File: config.mk
export PLATFORM = sky130hd
export DESIGN_NAME = alu
export DESIGN_NICKNAME = d
export VERILOG_FILES = /design/src/rtl/alu_pkg.sv /design/src/rtl/alu.sv
export SDC_FILE = /design/constraint.sdc
export NUM_CORES = 1
export LEC_CHECK = 0
export ABC_AREA = 1
export CAP_MARGIN = 0
export CORE_MARGIN = 2
export CORE_UTILIZATION = 45
export CTS_CLUSTER_SIZE = 16
export DETAILED_ROUTE_END_ITERATION = 6
export PLACE_DENSITY = 0.7
export SYNTH_ARGS = -nofsm -noshare
export SYNTH_HDL_FRONTEND = slang
export SYNTH_SLANG_ARGS = --single-unit
File: constraint.sdc
create_clock -name clk -period 21.6 [get_ports clk]
set_input_delay 4.32 -clock clk [delete_from_list [all_inputs] [get_ports clk]]
set_output_delay 4.32 -clock clk [all_outputs]
set_load 0.005 [all_outputs]
File: src/rtl/alu_pkg.sv
// Shared definitions for the datapath ALU: operand width and opcode encodings.
package alu_pkg;

    localparam int ALU_WIDTH = 16;

    localparam logic [2:0] OP_ADD   = 3'b000;
    localparam logic [2:0] OP_SUB   = 3'b001;
    localparam logic [2:0] OP_MUL   = 3'b010;
    localparam logic [2:0] OP_PASSA = 3'b011;
    localparam logic [2:0] OP_PASSB = 3'b100;
    localparam logic [2:0] OP_NOP   = 3'b111;

endpackage

File: src/rtl/alu.sv
// 16-bit datapath ALU: add, subtract (B - A), multiply (low half), pass-A,
// pass-B. Results are combinational; a hold register supplies out/z_flag for
// NOP selects (101/110/111 and any unrecognised select value).
module alu
    import alu_pkg::*;
#(
    parameter int WIDTH = ALU_WIDTH
) (
    input  logic             clk,
    input  logic             rst,
    input  logic [WIDTH-1:0] A,
    input  logic [WIDTH-1:0] B,
    input  logic [2:0]       select,
    output logic [WIDTH-1:0] out,
    output logic             z_flag
);

    logic [WIDTH-1:0] res;
    logic             res_valid;
    logic             z_valid;
    logic             z_comb;
    logic [WIDTH-1:0] res_q;
    logic             z_q;

    // Decode select and compute the combinational result; unmatched selects fall to NOP
    always_comb begin
        res       = '0;
        res_valid = 1'b0;
        z_valid   = 1'b0;
        case (select)
            OP_ADD: begin
                res       = A + B;
                res_valid = 1'b1;
                z_valid   = 1'b1;
            end
            OP_SUB: begin
                res       = B - A;
                res_valid = 1'b1;
                z_valid   = 1'b1;
            end
            OP_MUL: begin
                res       = A * B;
                res_valid = 1'b1;
            end
            OP_PASSA: begin
                res       = A;
                res_valid = 1'b1;
            end
            OP_PASSB: begin
                res       = B;
                res_valid = 1'b1;
            end
            default: begin
                res       = '0;
                res_valid = 1'b0;
                z_valid   = 1'b0;
            end
        endcase
        z_comb = (res == '0);
    end

    // Hold register: capture result for all real ops, flag only for ADD/SUB
    always_ff @(posedge clk or posedge rst) begin
        if (rst) begin
            res_q <= '0;
            z_q   <= 1'b0;
        end else begin
            if (res_valid) begin
                res_q <= res;
            end
            if (z_valid) begin
                z_q <= z_comb;
            end
        end
    end

    // Output mux: live result/flag when defined for this select, else held values
    always_comb begin
        out    = res_valid ? res : res_q;
        z_flag = z_valid ? z_comb : z_q;
    end

endmodule

==> impl_metrics.py <==
metrics = {
    "final_layout": {
        "drive_above_1_share_pct": 2.86,
        "area_growth_pct": 10.6,
        "design_area_um2": 7340,
        "nets": 1235,
        "n_antenna_cell": 0,
        "final_common_cell": "nand2_1",
        "mostFrequentLayoutCells": "321 x nand2_1, 248 x inv_1, 81 x fa_1",
        "fin_util_pct": 50.7,
    },
    "synth": {
        "syn_nets": 1207,
        "synth_adder_area_share_pct": 36.9,
        "syn_area_per_cell_um2": 6.49,
        "synth_compound_area_share_pct": 6.01,
        "synthArstFlopShare_pct": 100,
        "yosys_warnings": 0,
        "yosys_register_bits": 17,
        "synth_edf_count": 0,
        "synth_cell_types": 45,
        "synth_cells": 1023,
        "synth_ff_type": "dfrtp_1",
        "synth_xor_area_share_pct": 3.68,
        "synthesis.area_um2": 6640,
        "synthMuxAreaShare_pct": 0,
        "yosys.area_share.simple_pct": 30.1,
        "synth_top_family_by_area": "adder cells",
        "synth_seq_area_share_pct": 6.41,
    },
    "timing": {
        "hold_viol_final": 0,
        "rsz0062_at_grt": "no",
        "worstMarginPinSlew_ns": 0.976,
        "fin_setup_tns_ns": 0,
        "setup_viol_count_final": 0,
        "clock_skew_ns": 0,
        "min_period_ns": 15.17,
        "fmax_ghz": 0.0659,
        "post-route-period-util_pct": 70.2,
        "maxSlewHeadroom_pct": 34.7,
        "slew_violations": 0,
    },
    "detailed_routing": {
        "drcViolationCount": 0,
        "drt-pass1-iter-count": 5,
        "first_iter_violations": 421,
        "viasPerCell": 4.93,
        "ant_nets": 0,
        "vias": 6078,
        "wl_per_cell_um": 13.9,
        "drt-total-wl_um": 17100,
    },
    "min_path": {
        "min_from": "res_q[11]",
        "hold_class": "flip-flop to flip-flop",
        "holdPathEnd": "res_q[11]",
        "min_path_cells": 2,
    },
    "cts": {
        "cts_buffers": 3,
        "post_cts_resized": 0,
        "cts.clk_slew.worst_paths_ns": 0.05,
        "worst_skew_pair.late_latency_ns": 0.24,
        "cts_buffer_depth": 2,
        "cts-root-buf": "clkbuf_16",
        "hold_buffers": 0,
        "postCtsSetupRepairBufs": 0,
        "cts_tree": "built",
        "clock-sinks": 17,
        "htree_levels": 1,
    },
    "placement": {
        "hpwl_um": 13700,
        "place_congestion": 0.911,
        "dpl_cell_area_um2": 7260,
        "port_buffers": 53,
    },
    "worst_setup_path": {
        "cp.required_ns": 17.28,
        "worst_r2r_endpoint": "res_q[13]",
        "reg2reg_from": "res_q[13]",
        "startpoint": "B[1]",
        "endpoint_kind": "primary output",
        "r2r_cells": 2,
        "crit_type": "primary input to primary output",
        "cp.arrival_ns": 10.85,
        "r2r_slack_ns": 20.91,
        "critPathMaxFanout": 19,
        "startpoint_type": "primary input",
    },
    "grt": {
        "grt_max_degree": 21,
        "track_usage_pct": 22.5,
        "antenna_found_initial": 0,
        "grt_pass1_wl_um": 29000,
        "grt.overflow.total": 0,
        "first_global_vias": 6048,
    },
    "power": {
        "power_density_nw_per_um2": 89.2,
        "leakagePower_nw": 4.38,
        "vdd_drop_max_uv": 65.7,
    },
    "die": {
        "core-area_um2": 14500,
        "pin_count": 54,
        "chipWidth_um": 125,
        "start_util_pct": 45.8,
        "rows": 44,
        "die_h_um": 125,
        "design.die.area_um2": 15700,
    },
    "flow_run": {
        "cap_violations": 0,
    },
    "outcome": {
        "status": "finished clean",
    },
}
[worst max path at each step]
stage          endpoint  slack, ns  cells after the start
5_1_grt          z_flag       6.05                     25
6_report         z_flag       6.43                     25
4_1_cts          z_flag       6.36                     25
3_5_place_dp     z_flag       6.39                     25
2_1_floorplan    z_flag       7.98                     26
3_3_place_gp     z_flag       6.42                     25
[routing by layer]
metal	wire (um)	GRT usage (%)
met1	8080	32.3
met2	7710	37.2
met3	959	1.45
met4	358	5.62
met5	0	0
[kinds of logic after synthesis]
group           after synthesis
fa+ha+maj                   147
simple gates                474
flops                        17
buf+inv                     289
compound gates               69
xor+xnor                     27
[sequential cells by signal, summed over array words and instances (netlist names)]
signal	cells
z_q	1
res_q	16
[area by class of cell]
| cell class | instances | area (um^2) |
|---|---|---|
| Clock buffer | 3 | 75.1 |
| Clock inverter | 1 | 5.00 |
| Fill cell | 1483 | 7140 |
| Inverter | 257 | 972 |
| Multi-Input combinational cell | 717 | 5080 |
| Sequential cell | 17 | 425 |
| Tap cell | 184 | 230 |
| Timing Repair Buffer | 55 | 546 |
[synthesized netlist by cell type (3+ instances only)]
cell type,count,share of area [%]
nor2_1,54,3.1
o21ai_0,22,1.7
a31oi_1,3,0.28
nand3b_1,8,0.91
nor3_1,5,0.38
xor2_1,19,2.5
nand3_1,61,4.6
fa_1,81,24
a21o_1,3,0.34
ha_1,66,12
inv_1,248,14
xnor2_1,7,0.92
nand4_1,10,0.94
buf_2,9,0.68
nand2_1,321,18
inv_2,6,0.34
dfrtp_1,17,6.4
a21oi_1,27,2.0
clkbuf_1,17,0.96
[through the flow]
step / hold slack, ns / std cells / worst slack, ns / power [mW]
floorplan: 0.466 / 1023 / 7.98 / 0.472
global placement: 0.458 / 1230 / 6.42 / 0.610
detailed placement: 0.462 / 1230 / 6.39 / 0.617
CTS: 0.474 / 1234 / 6.36 / 0.659
global route: 0.509 / 1234 / 6.05 / 0.746
finish: 0.472 / 1234 / 6.43 / 0.655
[worst max-delay path, stage by stage]
cell	delay (ns)
clkdlybuf4s50_1	1.02
nand2_1	0.19
fa_1	0.54
fa_1	0.58
fa_1	0.45
fa_1	0.54
inv_1	0.05
fa_1	0.49
inv_1	0.05
fa_1	0.48
inv_1	0.04
ha_1	0.32
nand2_1	0.08
nor2_1	0.12
nand3_1	0.08
nand4_1	0.11
nand2_1	0.07
nand2_1	0.06
a21oi_1	0.07
o21ai_0	0.27
nand2_1	0.09
nor2_1	0.14
nand3_1	0.09
nand2_1	0.08
clkdlybuf4s50_1	0.50
[power by group]
part / internal [mW] / switching (mW) / leakage [nW]
clock network: 0.0247 / 0.0109 / 0.0409
logic: 0.232 / 0.342 / 4.13
registers: 0.0425 / 0.00246 / 0.209
(Power assumes the default switching activity.)
